File: src/rtl/target_motion_ctl.sv
// Frame-synchronous sprite motion sequencer: diagonal bounce, hit blink/score,
// and pseudo-random respawn. Position only moves on vs_in rising edges.
module target_motion_ctl #(
    parameter int H_RES      = 800,
    parameter int V_RES      = 600,
    parameter int SPR_W      = 48,
    parameter int SPR_H      = 64,
    parameter int STEP_X     = 2,
    parameter int STEP_Y     = 1,
    parameter int X0         = 100,
    parameter int Y0         = 100,
    parameter int HIT_FRAMES = 32
) (
    input  logic        pclk,
    input  logic        rst,
    input  logic        vs_in,
    input  logic        enable,
    input  logic        hit,
    output logic [11:0] xpos,
    output logic [11:0] ypos,
    output logic        visible,
    output logic        busy,
    output logic [7:0]  score
);

    localparam logic [12:0] XMAX    = 13'(H_RES - SPR_W);
    localparam logic [12:0] YMAX    = 13'(V_RES - SPR_H);
    localparam logic [12:0] STEP_X13 = 13'(STEP_X);
    localparam logic [12:0] STEP_Y13 = 13'(STEP_Y);
    localparam logic [7:0]  HIT_N   = 8'(HIT_FRAMES);

    typedef enum logic [1:0] {IDLE, MOVE, HIT, RESPAWN} state_t;

    state_t      state, state_n;
    logic        vs_q;
    logic [15:0] lfsr;
    logic        dir_x, dir_y, dir_x_n, dir_y_n;
    logic [7:0]  blink_cnt, blink_n, score_n;
    logic [11:0] xpos_n, ypos_n;
    logic [12:0] sx, sy;
    logic        frame_tick;

    // Returns {new_dir, new_pos}; dir 1 = right/down. Clamps at the edges and reverses.
    function automatic logic [12:0] step_axis(input logic [11:0] pos, input logic fwd,
                                              input logic [12:0] stp, input logic [12:0] lim);
        logic [12:0] p;
        p = {1'b0, pos};
        if (fwd) begin
            if (p + stp >= lim) return {1'b0, lim[11:0]};
            return {1'b1, 12'(p + stp)};
        end
        if (p <= stp) return {1'b1, 12'd0};
        return {1'b0, 12'(p - stp)};
    endfunction

    // Folding a 10-bit value into 0..lim works because lim is at least 512.
    function automatic logic [11:0] fold(input logic [9:0] r, input logic [12:0] lim);
        logic [12:0] rr;
        rr = {3'b000, r};
        if (rr > lim) return 12'(rr - lim - 13'd1);
        return {2'b00, r};
    endfunction

    assign frame_tick = vs_in & ~vs_q;
    assign busy       = (state == HIT) || (state == RESPAWN);
    assign visible    = ~((state == HIT) & blink_cnt[2]);

    always_comb begin
        state_n = state;
        xpos_n  = xpos;
        ypos_n  = ypos;
        dir_x_n = dir_x;
        dir_y_n = dir_y;
        blink_n = blink_cnt;
        score_n = score;
        sx      = step_axis(xpos, dir_x, STEP_X13, XMAX);
        sy      = step_axis(ypos, dir_y, STEP_Y13, YMAX);
        case (state)
            IDLE: if (enable) state_n = MOVE;
            MOVE: begin
                if (hit) begin
                    state_n = HIT;
                    blink_n = 8'd0;
                    if (score != 8'hFF) score_n = score + 8'd1;
                end else if (!enable) begin
                    state_n = IDLE;
                end else if (frame_tick) begin
                    {dir_x_n, xpos_n} = sx;
                    {dir_y_n, ypos_n} = sy;
                end
            end
            HIT: if (frame_tick) begin
                blink_n = blink_cnt + 8'd1;
                if (blink_n == HIT_N) state_n = RESPAWN;
            end
            RESPAWN: begin
                xpos_n  = fold(lfsr[9:0], XMAX);
                ypos_n  = fold(lfsr[15:6], YMAX);
                dir_x_n = lfsr[0];
                dir_y_n = lfsr[1];
                blink_n = 8'd0;
                state_n = enable ? MOVE : IDLE;
            end
            default: state_n = IDLE;
        endcase
    end

    always_ff @(posedge pclk) begin
        if (rst) begin
            state     <= IDLE;
            vs_q      <= 1'b1;
            lfsr      <= 16'hACE1;
            xpos      <= 12'(X0);
            ypos      <= 12'(Y0);
            dir_x     <= 1'b1;
            dir_y     <= 1'b1;
            blink_cnt <= 8'd0;
            score     <= 8'd0;
        end else begin
            state     <= state_n;
            vs_q      <= vs_in;
            lfsr      <= {lfsr[14:0], lfsr[15] ^ lfsr[13] ^ lfsr[12] ^ lfsr[10]};
            xpos      <= xpos_n;
            ypos      <= ypos_n;
            dir_x     <= dir_x_n;
            dir_y     <= dir_y_n;
            blink_cnt <= blink_n;
            score     <= score_n;
        end
    end

endmodule
File: config.mk
export PLATFORM = sky130hd
export DESIGN_NAME = target_motion_ctl
export DESIGN_NICKNAME = d
export VERILOG_FILES = /design/src/rtl/target_motion_ctl.sv
export SDC_FILE = /design/constraint.sdc
export NUM_CORES = 1
export LEC_CHECK = 0
export ABC_CLOCK_PERIOD_IN_PS = 3490
export CAP_MARGIN = 20
export CELL_PAD_IN_SITES_DETAIL_PLACEMENT = 2
export CELL_PAD_IN_SITES_GLOBAL_PLACEMENT = 2
export CORE_UTILIZATION = 38
export CTS_BUF_LIST = sky130_fd_sc_hd__clkbuf_8
export DETAILED_ROUTE_END_ITERATION = 10
export GPL_TIMING_DRIVEN = 0
export PLACE_DENSITY = 0.94
export SYNTH_ARGS = -nofsm -noshare
export SYNTH_HDL_FRONTEND = slang
export SYNTH_SLANG_ARGS = --single-unit
File: constraint.sdc
create_clock -name pclk -period 3.49 [get_ports pclk]
set_input_delay 0.5235 -clock pclk [delete_from_list [all_inputs] [get_ports pclk]]
set_output_delay 0.5235 -clock pclk [all_outputs]
set_load 0.02 [all_outputs]
# --- Word-level counts from Yosys, hierarchy flattened ---
# Index checks and enable logic that the tools add are counted.
word_totals:
  reg_bits: 61
  input_bits: 5
op_classes:
  addsub: 10
  magnitude_cmp: 6
  eq_ne: 13
  muxes: 56
  bitwise: 7
  reduce_logical: 8
ops:
  columns: ["op", "n"]
  rows:
  - ["$mux W13", 12]
  - ["$mux W12", 10]
  - ["$pmux W12 S2", 2]
  - ["$ge A13 B10 Y1 const B", 2]
  - ["$pmux W8 S3", 1]
  - ["$sub A11 B2 Y12 const B", 2]
  - ["$sub A10 B10 Y11 const B", 2]
  - ["$mux W1", 21]
  - ["$gt A10 B10 Y1 const B", 2]
  - ["$add A8 B1 Y8 const B", 2]
  - ["$mux W8", 2]
  - ["$add A12 B1 Y13 const B", 1]
  - ["$add A12 B2 Y13 const B", 1]
  - ["$le A12 B1 Y1 const B", 1]
  - ["$le A12 B2 Y1 const B", 1]
  - ["$ne A2 B2 Y1 const B", 6]
  - ["$sub A12 B1 Y12 const B", 1]
  - ["$sub A12 B2 Y12 const B", 1]
  - ["$mux W2", 5]
  - ["$eq A8 B6 Y1 const B", 1]
  - ["$ne A8 B8 Y1 const B", 1]
  - ["$pmux W2 S4", 1]
  - ["$reduce_and A4 Y1", 2]
  - ["$reduce_and A3 Y1", 2]
  - ["other kinds (12)", 18]

# --- Depth between registers and ports, before layout ---
# Gate-level depths: netlist of run 1.
depth:
  ltp_word: 13
  depth_mapped: 9

# --- Least setup slack after synthesis of run 1 ---
# OpenSTA, ideal clock, no wires.
synth_path:
  path_kind: "reg-to-reg"
  start: "register xpos[1]"
  end: "register xpos[1]"
  setup_ps: 95
  t_arrival_ps: 2197
  required_ps: 3395
  setup_slack_ps: 1198
  stages_incl_launch_ff: 9
  n_path_buf: 1
  synth_period_minus_slack_ps: 2292
  path_cell_list: "dfxtp_1 > ha_1 > clkbuf_1 > and4_1 > xnor2_1 > o21ai_0 > a31o_2 > a211o_1 > a221oi_1"
synth_via:
  elab_chain_cells: 13
  elab_cells_between_ends: 17
  cone_classes: "add/sub: 2; order compare: 2; mux: 13"
synth_lines:
  columns: ["element", "line_no", "rtl"]
  rows:
  - ["start: declaration", "19", "output logic [11:0] xpos,"]
  - ["start signal: assignment", "113", "xpos <= 12'(X0);"]
  - ["start signal: assignment", "123", "xpos <= xpos_n;"]
  - ["$add A12 B2 Y13", "50", "return {1'b1, 12'(p + stp)};"]
  - ["$ge A13 B10 Y1", "49", "if (p + stp >= lim) return {1'b0, lim[11:0]};"]
  - ["$mux W1", "49", null]
  - ["$mux W1", "48", "if (fwd) begin"]
  - ["$mux W13", "50", null]
  - ["$mux W13", "48", null]
  - ["$mux W13", "52", "if (p <= stp) return {1'b1, 12'd0};"]
  - ["$mux W13", "53", "return {1'b0, 12'(p - stp)};"]
  - ["$mux W13 (*)", "52", null]
  - ["$mux W12 (*)", "87", "end else if (frame_tick) begin"]
  - ["$mux W12 (*)", "85", "end else if (!enable) begin"]
  - ["$mux W12 (*)", "81", "if (hit) begin"]
  - ["$pmux W12 S2 (*)", "78", "case (state)"]
# Every way passes the cells marked *; elsewhere a longest branch is shown, timed or not. The select of a mux whose other input is x is not followed.
# A chain may end at the register's enable or synchronous reset.

# --- Worst setup path in the final report of run 1 ---
layout_path:
  start: "input port vs_in"
  end: "register xpos[10]"
layout_via:
  elab_chain_cells: 3
layout_lines:
  columns: ["element", "line_no", "rtl"]
  rows:
  - ["start: declaration", "16", "input logic vs_in,"]
  - ["$and A1 B1 Y1", "64", "assign frame_tick = vs_in & ~vs_q;"]
  - ["$ne A2 B2 Y1 (no source line)", null, null]
  - ["$reduce_and A4 Y1 (no source line)", null, null]
# Every way passes these cells.

==> out/qor.txt, run 1 <==
Status - finished, final reports clean
CTS clock-pin slew for the worst setup and hold paths - 0.08 ns
CTS buffer count - 9
Clock Latency Late Sink - 0.38 ns
Setup crit end - xpos[10]
Postcts setup bufs - 0
Max Cap Viol - 0
Number of global-route vias before repair - 5791
CP Capture Type - flip-flop
Post-synth top flop - dfxtp_1
GR Util All Layers - 0.333
Crit-path max FO - 10
Total gr overflow - 0
Worst path required time - 3.79 ns
Port bufs - 38
Share of layout cells above drive strength 1 - 0.0839
First-pass GRT wire length - 32800 um
R2r startpoint - xpos[1]
Number of cells on the worst reg-to-reg path - 8
DIE AREA - 12800 um^2
Unrepaired setup endpoints after global routing - no
Setup violations, final - 0
Drt drc - 0
Max Slew Vio Count - 0
Critical Path Stages - 7
Routability congestion estimate from global placement - 0.851
Seq cells post-synth - 61
Type of the worst setup path - in2reg
Critical-path top delay cell - nor4bb_1
Met3 GRT Util - 0.0605
Worst slew margin - 0.444
Routed vias - 5348
Met1 GRT Util - 0.395
Power Density - 346 nW/um^2
Antenna Nets Post-Route - 0
Die Span X - 113 um
Grt peak-use layer - met2
WL/cell - 25.2 um
Placed cell count - 810
Worst Tran Pin Value - 0.823 ns
Post-Layout Cell Count - 826
Minimum clock period - 3.12 ns
Setup tns final - 0 ns
Max Clock Skew - 0.0186 ns
Final period util - 0.895
Delay-heaviest family, CP - buffers and inverters
CP Cell Sequence - clkdlybuf4s50_1, nor4bb_1, o21a_1, buf_2, clkbuf_1, o21ai_0, a21oi_1
Row count - 40
Reg2reg end - xpos[3]
Core area - 12000 um^2
Pleak - 1.91 nW
Worst VDD drop - 0.276 mV
Starting DRT DRC Count - 353
TritonCTS clock tree - done
Post-CTS Resized - 0
Ports - 39
Worst path max stage delay - 0.74 ns
Met2 track demand over resource - 0.583
Yosys cell types - 77
DR vias/cell - 6.47
CP startpoint kind - input pin
Post-synth EDFFs - 0
Cts hold-fix bufs - 0
Crit path DAT - 3.42 ns
WL final - 20800 um
Synthesized area - 4700 um^2
Synthesized area per cell - 7.52 um^2
Root buf cell - clkbuf_8
Final hold violation count - 0
Nets - 692
Worst hold path type - reg2reg
Area grow syn2layout - 17.3%
Fmax - 0.320 GHz
Clock Tree Buf Depth - 2
H-tree levels - 3
Async set-reset flop share out of synthesis - 0
Initial Util - 0.391
Sequential element share of the synthesized area - 0.260
Initial antenna violation count - 0
Critical path origin - vs_in
Flop2flop setup slack - 0.67 ns
Die Ht - 113 um
Ant. Diodes - 0
Post-synthesis cell count - 625
HPWL Detailed - 14300 um
Synth warnings - 0
Net Count, Synth - 643
CTS sink cnt - 61
Largest net degree at the start of global routing - 12
Worst path bufs/invs - 3
Final core utilization - 0.459
Detailed Routing Iterations Pass 1 - 5
Fillers - 1388
## per-stage QoR
stage / hold slack, ns / worst slack (ns) / cell area (um^2) / power (mW)
6_report: 0.497 / 0.367 / 5510 / 1.90
2_1_floorplan: 0.444 / 1.20 / 4700 / 0.944
3_3_place_gp: 0.459 / 0.358 / 5260 / 1.03
4_1_cts: 0.500 / 0.454 / 5510 / 1.89
5_1_grt: 0.529 / 0.262 / 5510 / 1.95
3_5_place_dp: 0.480 / 0.128 / 5260 / 1.05
## metal layers
| layer | vias up | share of wire |
|---|---|---|
| met1 | 2701 | 0.41 |
| met5 | - | 0 |
| met4 | 0 | 0.033 |
| met2 | 207 | 0.50 |
| li1 | 2386 | - |
| met3 | 54 | 0.055 |
## state kept, by name, summed over array words and instances (netlist names), named ones only
name       count
vs_q           1
score          8
blink_cnt      8
xpos          12
dir_x          1
lfsr          16
state          1
dir_y          1
ypos          12
## cells in the mapped netlist, types with 3 or more instances
cell	count	area (um^2)
a2111oi_0	3	26.3
a211o_1	5	43.8
a211oi_1	6	45.0
a21oi_1	31	155
a221oi_1	3	26.3
a31o_2	3	26.3
a31oi_1	12	75.1
a32oi_1	3	26.3
a41oi_1	3	26.3
and2_1	9	56.3
and3_1	7	43.8
and4_1	4	35.0
buf_1	5	18.8
buf_2	11	55.1
clkbuf_1	24	90.1
dfxtp_1	61	1220
ha_1	13	163
inv_1	18	67.6
mux2i_1	3	30.0
nand2_1	44	165
nand2b_1	7	43.8
nand3_1	35	175
nand3b_1	5	37.5
nand4_1	9	56.3
nand4b_1	3	26.3
nor2_1	70	263
nor2b_1	7	43.8
nor3_1	11	55.1
nor3b_1	9	67.6
nor4_1	8	50.1
nor4b_1	3	26.3
o211ai_1	9	67.6
o21a_1	5	37.5
o21ai_0	46	230
o221ai_1	6	52.6
o31ai_1	7	52.6
or2_2	10	62.6
or3_1	7	43.8
or4_1	3	22.5
xnor2_1	31	272
xor2_1	20	175
## cell usage in the layout (no fill, tap or decap), drive strengths merged, types with 4 or more instances in the layout
master	n
a211o	5
a211oi	6
a21oi	32
a31oi	12
and2	11
and3	7
and4	4
buf	18
clkbuf	35
clkdlybuf4s50	38
dfxtp	61
ha	13
inv	18
nand2	44
nand2b	7
nand3	35
nand3b	5
nand4	9
nor2	70
nor2b	7
nor3	11
nor3b	9
nor4	9
o211ai	9
o21a	5
o21ai	46
o221ai	6
o31ai	9
or2	10
or3	8
or4	4
xnor2	31
xor2	20
## how the worst min path moves through the flow
stage	to	depth (start not counted)	start	slack [ns]
CTS	blink_cnt[7]	1	blink_cnt[7]	0.50
detailed placement	blink_cnt[7]	1	blink_cnt[7]	0.48
global placement	blink_cnt[1]	2	blink_cnt[1]	0.46
global route	blink_cnt[7]	1	blink_cnt[7]	0.53
finish	blink_cnt[7]	1	blink_cnt[7]	0.50
floorplan	blink_cnt[1]	2	blink_cnt[1]	0.44
## logic make-up after synthesis
| logic type | synth area share |
|---|---|
| compound gates | 0.253 |
| flops | 0.260 |
| simple gates | 0.292 |
| buf+inv | 0.0543 |
| mux | 0.0112 |
| xor+xnor | 0.0951 |
| fa+ha+maj | 0.0346 |
## where the power goes
group | total, mW | leakage [nW] | switching, mW | internal [mW]
registers | 0.749 | 0.497 | 0.0299 | 0.719
clock network | 0.853 | 0.119 | 0.360 | 0.493
logic | 0.302 | 1.29 | 0.197 | 0.105
## cell type report
class                           count  area [um^2]  area share
Clock buffer                       10          138      0.0250
Inverter                           18         67.6      0.0123
Sequential cell                    61         1220       0.222
Timing Repair Buffer               38          380      0.0690
Buffer                             43          188      0.0341
Tap cell                          147          184      0.0334
Clock inverter                      6          110      0.0200
Multi-Input combinational cell    503         3220       0.585
No activity file was read; power rests on OpenSTA's default activity.
==> run 2: changes to the inputs <==
Settings changed: PLACE_DENSITY 0.94 to default, PLACE_DENSITY_LB_ADDON from default to 0.1, SLEW_MARGIN from default to 10.
==> run 2 against run 1 <==
Core utilization down 0.19 points. Highest routed layer unchanged. Critical endpoint is now ypos[10]. Critical path depth is 1 higher. Register-to-register slack worse by 0.06 ns. Largest power group unchanged. Cell count did not move.
==> out/qor.txt, run 2 (synthesis gave the netlist of run 1 again) <==
Final hold slack - 0.494 ns (-0.00335 ns)
Share of layout cells above drive strength 1 - 0.0825 (-0.00147)
Initial Util - 0.391 (unchanged)
Power Density - 326 nW/um^2 (-5.6%)
Most frequent cells in the layout - nor2_1 (70), dfxtp_1 (61), o21ai_0 (46), nand2_1 (44), clkdlybuf4s50_1 (38)
Largest net degree at the start of global routing - 11 (-1)
Max reg flops - 16 (unchanged)
Type of the worst setup path - in2reg
Largest registers - lfsr: 16 flops, xpos: 12 flops, ypos: 12 flops
TritonCTS clock tree - done
Largest Register - lfsr
Critical path origin - vs_in
Clock Tree Buf Depth - 2 (unchanged)
Root buf cell - clkbuf_8
Detailed Routing Iterations Pass 1 - 4 (-1)
Hold path endpoint - blink_cnt[1]
Top sig layer - met4
Reg2reg end - ypos[7]
Starting DRT DRC Count - 243 (-31%)
CTS sink cnt - 61 (unchanged)
Crit-path max FO - 10 (unchanged)
Final hold violation count - 0 (unchanged)
WL met3 - 714 um (-37%)
Worst path bufs/invs - 3 (unchanged)
GR Util All Layers - 0.296 (-0.0373)
CP startpoint kind - input pin
Ant. Diodes - 0 (unchanged)
DIE AREA - 12800 um^2 (unchanged)
H-tree levels - 3 (unchanged)
Setup violations, final - 0 (unchanged)
Worst Tran Pin Value - 0.848 ns (+0.0253 ns)
WL met1 - 8190 um (-5.0%)
Die Span X - 113 um (unchanged)
Cts hold-fix bufs - 0 (unchanged)
Crit path DAT - 3.18 ns (-0.24 ns)
Status - finished, final reports clean
Total gr overflow - 0 (unchanged)
Worst VDD drop - 0.205 mV (-26%)
Initial antenna violation count - 0 (unchanged)
Routability congestion estimate from global placement - 0.840 (-1.3%)
Routed vias - 5074 (-5.1%)
Max Slew Vio Count - 0 (unchanged)
Area grow syn2layout - 16.8%
Beginning of the worst hold path - blink_cnt[1]
Max Clock Skew - 0.0128 ns (-0.00577 ns)
Postcts setup bufs - 0 (unchanged)
CTS buffer count - 9 (unchanged)
Die Ht - 113 um (unchanged)
Pleak - 1.91 nW (+0.10%)
Hold-critical path depth - 2 (+1)
Delay-heaviest family, CP - buffers and inverters
Flop2flop setup slack - 0.61 ns (-0.06 ns)
Core area - 12000 um^2 (unchanged)
DR vias/cell - 6.14 (-5.1%)
Met2 WL - 9130 um (-12%)
HPWL Detailed - 13600 um (-5.0%)
CTS clock-pin slew for the worst setup and hold paths - 0.07 ns (about the same)
Setup tns final - 0 ns (unchanged)
CP Cell Sequence - clkdlybuf4s50_1, nor4bb_1, o21a_1, buf_2, clkbuf_1, o221ai_1, o21ai_0, nor2_1
Max Cap Viol - 0 (unchanged)
Port bufs - 38 (unchanged)
Unrepaired setup endpoints after global routing - no
Drt drc - 0 (unchanged)
Clock Latency Late Sink - 0.37 ns (about the same)
WL/cell - 22.3 um (-11%)
Worst path required time - 3.72 ns (-0.07 ns)
Fmax - 0.339 GHz (+5.8%)
Post-CTS Resized - 0 (unchanged)
Final period util - 0.846 (-0.0488)
Worst slew margin - 0.427 (-0.0168)
Worst path max stage delay - 0.65 ns (-0.09 ns)
Antenna Nets Post-Route - 0 (unchanged)
First-pass GRT wire length - 29500 um (-10%)
Final core utilization - 0.457 (-0.00188)
Worst hold path type - reg2reg
Nets - 692 (unchanged)
Row count - 40 (unchanged)
WL final - 18500 um (-11%)
CP Capture Type - flip-flop
Minimum clock period - 2.95 ns (-0.170 ns)
Critical-path top delay cell - nor4bb_1
Number of global-route vias before repair - 5366 (-7.3%)
R2r startpoint - ypos[0]
Number of cells on the worst reg-to-reg path - 9 (+1)
Commonest non-fill, non-tap cell in the layout - nor2_1
Ports - 39 (unchanged)
==> run 2: cell count changes in the layout (fill, tap and decap cells not counted), sizes merged <==
cell | previous run | this run
clkbuf | 35 | 36
clkinvlp | 2 | 0
inv | 18 | 19
clkinv | 1 | 2
bufinv | 3 | 2
==> run 2: layout make-up <==
class,count,area [um^2]
Buffer,43,188
Clock buffer,11,151
Clock inverter,5,73.8
Fill cell,1399,6530
Inverter,18,67.6
Multi-Input combinational cell,503,3220
Sequential cell,61,1220
Tap cell,147,184
Timing Repair Buffer,38,380
==> run 2: worst max path at each step <==
stage,to,slack (ns),cells past startpoint
floorplan,xpos[1],1.20,8
global placement,ypos[10],0.29,8
detailed placement,ypos[10],0.27,8
CTS,ypos[10],0.59,8
global route,ypos[7],0.39,9
finish,ypos[10],0.54,8
==> run 2: layer usage <==
metal / global-route usage / up-vias
met1: 0.377 / 2532
met5: 0 / -
li1: - / 2396
met3: 0.0375 / 31
met2: 0.514 / 115
met4: 0.103 / 0
==> run 2: stage by stage <==
step / cells / cell area (um^2) / total power, mW / setup WS, ns
after floorplan: 625 / 4700 / 0.944 / 1.20
after global placement: 810 / 5260 / 1.03 / 0.288
after detailed placement: 810 / 5260 / 1.04 / 0.270
after CTS: 826 / 5490 / 1.80 / 0.589
after global routing: 826 / 5490 / 1.85 / 0.388
final: 826 / 5490 / 1.79 / 0.538
==> run 2: where the power goes <==
group,internal [mW],switching [mW],leakage [nW]
registers,0.719,0.0278,0.497
clock network,0.436,0.318,0.121
logic,0.105,0.183,1.29
total,1.26,0.529,1.91
==> run 2: tightest hold or removal path, cell delays in order, from the launching register on <==
cell and delay (ns):
dfxtp_1 0.33, nand2_1 0.07, a21oi_1 0.05
